--- src/rtl/fwd_pkg.sv ---
// Shared constants and helpers for the forwarding / load-use hazard unit.
//   FW_SEL_*  : operand select encodings (0 = register file, k = stage k result)
//   ENT_*_W   : tracker entry field widths; entry_w() gives total packed width
//   clog2()   : ceiling log2 for select-width derivation
package fwd_pkg;

  localparam int unsigned FW_SEL_RF  = 0;
  localparam int unsigned FW_SEL_M   = 1;
  localparam int unsigned FW_SEL_W   = 2;
  localparam int unsigned FW_SEL_WB2 = 3;

  localparam int unsigned ENT_WEN_W = 1;
  localparam int unsigned ENT_LD_W  = 1;

  // Packed tracker entry layout is {idx, wen, ld}.
  function automatic int unsigned entry_w(input int unsigned aw);
    return aw + ENT_WEN_W + ENT_LD_W;
  endfunction

  function automatic int unsigned clog2(input int unsigned n);
    int unsigned r;
    int unsigned v;
    r = 0;
    v = (n > 0) ? n - 1 : 0;
    while (v > 0) begin
      r = r + 1;
      v = v >> 1;
    end
    return r;
  endfunction

endpackage

--- src/rtl/fwd_stage_tracker.sv ---
// Shift pipeline of in-flight producers behind E.
//   i_clk, i_rst_n       : clock, async active-low reset (all entries invalid)
//   i_idx, i_wen, i_ld   : entry captured from E each cycle
//   o_idx/o_wen/o_ld     : flattened entries, bit group k-1 holds stage k
module fwd_stage_tracker
  import fwd_pkg::*;
#(
  parameter int unsigned FWD_STAGES = 2,
  parameter int unsigned REG_AW     = 5
) (
  input  logic                         i_clk,
  input  logic                         i_rst_n,
  input  logic [REG_AW-1:0]            i_idx,
  input  logic                         i_wen,
  input  logic                         i_ld,
  output logic [FWD_STAGES*REG_AW-1:0] o_idx,
  output logic [FWD_STAGES-1:0]        o_wen,
  output logic [FWD_STAGES-1:0]        o_ld
);

  localparam int unsigned ENT_W = entry_w(REG_AW);

  logic [ENT_W-1:0] r_ent [FWD_STAGES];

  // Always advances; a stall shows up here as a bubble entering from E.
  always_ff @(posedge i_clk or negedge i_rst_n) begin
    if (!i_rst_n) begin
      for (int k = 0; k < int'(FWD_STAGES); k++) r_ent[k] <= '0;
    end else begin
      r_ent[0] <= {i_idx, i_wen, i_ld};
      for (int k = 1; k < int'(FWD_STAGES); k++) r_ent[k] <= r_ent[k-1];
    end
  end

  for (genvar k = 0; k < int'(FWD_STAGES); k++) begin : g_unpack
    assign o_idx[k*REG_AW +: REG_AW] = r_ent[k][ENT_W-1 -: REG_AW];
    assign o_wen[k]                  = r_ent[k][1];
    assign o_ld[k]                   = r_ent[k][0];
  end

endmodule

--- src/rtl/fwd_hazard_unit.sv ---
// Operand forwarding select and load-use stall generation for the RV32 filter core.
//   i_clk, i_rst_n          : clock, async active-low reset
//   i_rs_idx_d, i_rs_used_d : decode-stage source indices / read enables
//   i_rs_idx_e              : execute-stage source indices
//   i_valid_e, i_rd_idx_e, i_w_en_e, i_is_load_e, i_flush : E-stage producer info
//   o_fw_sel                : per-operand select (0 = RF, k = stage k)
//   o_stall_d               : hold F/D, bubble into E
//   o_stall_cnt             : saturating count of stall cycles
module fwd_hazard_unit
  import fwd_pkg::*;
#(
  parameter  int unsigned NUM_SRC    = 2,
  parameter  int unsigned FWD_STAGES = 2,
  parameter  int unsigned REG_AW     = 5,
  parameter  int unsigned LOAD_LAT   = 1,
  parameter  int unsigned CNT_W      = 16,
  localparam int unsigned SEL_W      = clog2(FWD_STAGES + 1)
) (
  input  logic                      i_clk,
  input  logic                      i_rst_n,
  input  logic [NUM_SRC*REG_AW-1:0] i_rs_idx_d,
  input  logic [NUM_SRC-1:0]        i_rs_used_d,
  input  logic [NUM_SRC*REG_AW-1:0] i_rs_idx_e,
  input  logic                      i_valid_e,
  input  logic [REG_AW-1:0]         i_rd_idx_e,
  input  logic                      i_w_en_e,
  input  logic                      i_is_load_e,
  input  logic                      i_flush,
  output logic [NUM_SRC*SEL_W-1:0]  o_fw_sel,
  output logic                      o_stall_d,
  output logic [CNT_W-1:0]          o_stall_cnt
);

  logic                         w_e_wen;
  logic                         w_e_ld_hz;
  logic [FWD_STAGES*REG_AW-1:0] w_trk_idx;
  logic [FWD_STAGES-1:0]        w_trk_wen;
  logic [FWD_STAGES-1:0]        w_trk_ld;
  logic [CNT_W-1:0]             r_stall_cnt;

  // x0 writes and flushed/bubble instructions never become producers.
  assign w_e_wen   = i_valid_e & i_w_en_e & ~i_flush & (i_rd_idx_e != '0);
  assign w_e_ld_hz = i_valid_e & i_w_en_e & i_is_load_e & ~i_flush;

  fwd_stage_tracker #(
    .FWD_STAGES (FWD_STAGES),
    .REG_AW     (REG_AW)
  ) u_tracker (
    .i_clk   (i_clk),
    .i_rst_n (i_rst_n),
    .i_idx   (i_rd_idx_e),
    .i_wen   (w_e_wen),
    .i_ld    (i_is_load_e),
    .o_idx   (w_trk_idx),
    .o_wen   (w_trk_wen),
    .o_ld    (w_trk_ld)
  );

  // Youngest-match priority encoder; a too-young load match falls back to RF.
  always_comb begin
    logic [REG_AW-1:0] w_rs;
    logic [SEL_W-1:0]  w_sel;
    logic              w_guard;
    o_fw_sel = '0;
    for (int n = 0; n < int'(NUM_SRC); n++) begin
      w_rs    = i_rs_idx_e[n*REG_AW +: REG_AW];
      w_sel   = SEL_W'(FW_SEL_RF);
      w_guard = 1'b0;
      for (int k = int'(FWD_STAGES) - 1; k >= 0; k--) begin
        if (w_trk_wen[k] && (w_trk_idx[k*REG_AW +: REG_AW] == w_rs)) begin
          w_sel   = SEL_W'(k + 1);
          w_guard = w_trk_ld[k] && (unsigned'(k) < LOAD_LAT);
        end
      end
      if (w_guard || (w_rs == '0)) w_sel = SEL_W'(FW_SEL_RF);
      o_fw_sel[n*SEL_W +: SEL_W] = w_sel;
    end
  end

  // Load-use: load in E, or a load still within its latency window behind E.
  always_comb begin
    logic [REG_AW-1:0] w_rs;
    o_stall_d = 1'b0;
    for (int n = 0; n < int'(NUM_SRC); n++) begin
      w_rs = i_rs_idx_d[n*REG_AW +: REG_AW];
      if (i_rs_used_d[n] && (w_rs != '0)) begin
        if (w_e_ld_hz && (i_rd_idx_e == w_rs)) o_stall_d = 1'b1;
        for (int j = 0; j < int'(LOAD_LAT) - 1; j++) begin
          if (w_trk_wen[j] && w_trk_ld[j] && (w_trk_idx[j*REG_AW +: REG_AW] == w_rs))
            o_stall_d = 1'b1;
        end
      end
    end
  end

  // Saturating stall-cycle counter.
  always_ff @(posedge i_clk or negedge i_rst_n) begin
    if (!i_rst_n) begin
      r_stall_cnt <= '0;
    end else if (o_stall_d && (r_stall_cnt != '1)) begin
      r_stall_cnt <= r_stall_cnt + CNT_W'(1);
    end
  end

  assign o_stall_cnt = r_stall_cnt;

endmodule

--- config.mk ---
export PLATFORM = sky130hd
export DESIGN_NAME = fwd_hazard_unit
export DESIGN_NICKNAME = d
export VERILOG_FILES = /design/src/rtl/fwd_pkg.sv /design/src/rtl/fwd_stage_tracker.sv /design/src/rtl/fwd_hazard_unit.sv
export SDC_FILE = /design/constraint.sdc
export NUM_CORES = 1
export LEC_CHECK = 0
export BUFFER_PORTS_ARGS = -buffer_cell sky130_fd_sc_hd__buf_2
export CAP_MARGIN = 10
export CORE_MARGIN = 2
export CORE_UTILIZATION = 55
export CTS_BUF_LIST = sky130_fd_sc_hd__clkbuf_4
export CTS_CLUSTER_SIZE = 30
export DETAILED_ROUTE_END_ITERATION = 6
export PLACE_DENSITY = 0.87
export SLEW_MARGIN = 15
export SYNTH_ARGS = -nofsm -noshare
export SYNTH_HDL_FRONTEND = slang
export SYNTH_HIERARCHICAL = 1
export SYNTH_SLANG_ARGS = --single-unit
--- constraint.sdc ---
create_clock -name i_clk -period 3.1 [get_ports i_clk]
set_clock_uncertainty 0.1 [all_clocks]
set_input_delay 0.31 -clock i_clk [delete_from_list [all_inputs] [get_ports i_clk]]
set_output_delay 0.31 -clock i_clk [all_outputs]
set_load 0.05 [all_outputs]
==> results.yml <==
outcome:
  status: "finished, final reports clean"
floorplanning:
  io_pins: 54
  core_area_um2: 2710
  die_width_um: 56.8
  die-area_um2: 3230
  start_util_pct: 56.6
  dieHeight_um: 56.8
  rows: 19
min_path:
  min_path_type: "in -> reg"
sta:
  hold_violations: 0
  period_share_pct: 82.8
  setup_violations: 0
  setup_tns_ps: 0
  fmax_ghz: 0.389
  rsz0062_at_grt: "no"
  min_period_ps: 2570
  slew_viol_final: 0
  worst_pin_slew_ps: 619
  timing.hold.ws_ps: 31.1
  maxSlewHeadroom_pct: 58.8
setup_path:
  path_common_cell: "buf_2"
  crit_chain: "dlygate4sd3_1 -> buf_2 -> and4b_1 -> o2111ai_1 -> or3_1 -> o21ai_1 -> buf_2"
  rr_endpoint: "o_stall_cnt[1]"
  cp-end-kind: "output pin"
  critical_path.slowest_cell: "dlygate4sd3_1"
  r2r_cells: 5
  crit_fanout: 2
  critPathKind: "in -> out"
  worstPathArrival_ps: 2160
  r2r_slack_ps: 670
  critPathCapture: "o_stall_d"
  slowest_delay_ps: 520
  critical_path.startpoint: "i_is_load_e"
  r2r_start: "o_stall_cnt[7]"
  cp-start-kind: "input port"
  worstPathRequired_ps: 2690
layout:
  area_growth_pct: 24.0
  fillCellCount: 215
  nets: 240
  drive_gt1_share_pct: 32.9
  final_cell_mix: "buf_2, dfrtp_1, xnor2_1"
  layout_commonest_cell: "buf_2"
  antenna_cells: 0
yosys:
  synth_nets: 179
  ys_warn_count: 6
  syn_inst: 145
  syn-cell-area_um2: 1540
  synth.avg_cell_area_um2: 10.6
detailed_routing:
  ant_nets: 0
  num_vias: 1304
  drt_iter0_drc: 35
  drc: 0
  via_per_inst: 5.48
  wl_per_cell_um: 14.6
  wl_um: 3480
  dr.pass1.iters: 4
clock_network:
  cts-root-buf: "clkbuf_4"
  cts_buffers: 5
  clock_path_buffers: 2
  clk_pin_slew_worst_paths_ps: 90
  clk_latency_ps: 340
  htreeDepth: 2
  cts_sinks: 29
  cts_resized: 0
  cts_tree: "done"
global_routing:
  track_usage_pct: 25.0
  grt_max_degree: 30
  grt_first_pass_wirelength_um: 6020
  antenna_found_initial: 0
  overflow: 0
  grt_pass1_vias: 1400
power_and_ir_drop:
  powerDensity_nw_per_um2: 381
  ir_worst_vdd_mv: 0.304
  total_power_mw: 0.724
  p_leak_nw: 0.952
placed_design:
  place.gp.congestion: 0.924
  port_buffers: 53
  hpwl_um: 2810
run:
  cap_violations: 0
-- flip-flops by register name (all words and copies together), names as in the netlist --
register / cells
u_tracker/o_ld: 1
o_stall_cnt: 16
u_tracker/o_idx: 10
u_tracker/o_wen: 2
-- through the flow --
step / std cells / worst slack, ps / area, um2 / util (%)
CTS: 238 / 571 / 1900 / 70.2
global placement: 228 / 768 / 1830 / 67.5
detailed placement: 228 / 658 / 1830 / 67.5
floorplan: 145 / 679 / 1540 / -
global route: 238 / 452 / 1900 / 70.2
finish: 238 / 533 / 1900 / 70.2
-- critical path, delay by kind of cell --
family	cells	cell delay, ps
buf+inv	3	930
simple gates	2	610
compound gates	2	300
-- worst min path at each step --
stage	slack, ps	to	from	cells past startpoint
after floorplan	-90	o_stall_cnt[0]	i_rst_n	0
after detailed placement	260	u_tracker/o_idx[3]	i_rst_n	1
after CTS	20	u_tracker/o_wen[0]	i_flush	2
after global routing	6	u_tracker/o_wen[0]	i_flush	2
final	30	u_tracker/o_wen[0]	i_flush	2
after global placement	240	u_tracker/o_idx[3]	i_rst_n	1
-- final cells by class --
type	count	area, um2	share of cell area [%]
Timing Repair Buffer	55	285	15.0
Clock buffer	6	45.0	2.37
Inverter	4	15.0	0.789
Sequential cell	29	726	38.1
Multi-Input combinational cell	111	783	41.2
Tap cell	31	38.8	2.04
Clock inverter	2	10.0	0.526
-- routing by layer --
metal | up-vias | GRT usage, % | routed length [um]
met2 | 39 | 42.9 | 1810
met1 | 617 | 27.3 | 1370
met5 | - | 0 | 0
li1 | 634 | - | -
met4 | 0 | 17.3 | 138
met3 | 14 | 5.07 | 162
-- where the power goes --
group          switching [mW]  leakage (nW)  internal (mW)
clock network           0.128        0.0354         0.0948
logic                  0.0542         0.543         0.0462
registers              0.0122         0.373          0.389
-- what timing repair did --
action	4_1_cts	5_1_grt
setup buffers	0	0
endpoints found under the hold margin	30	0
hold buffers	2	0
Power figures use the tool's default switching activity.
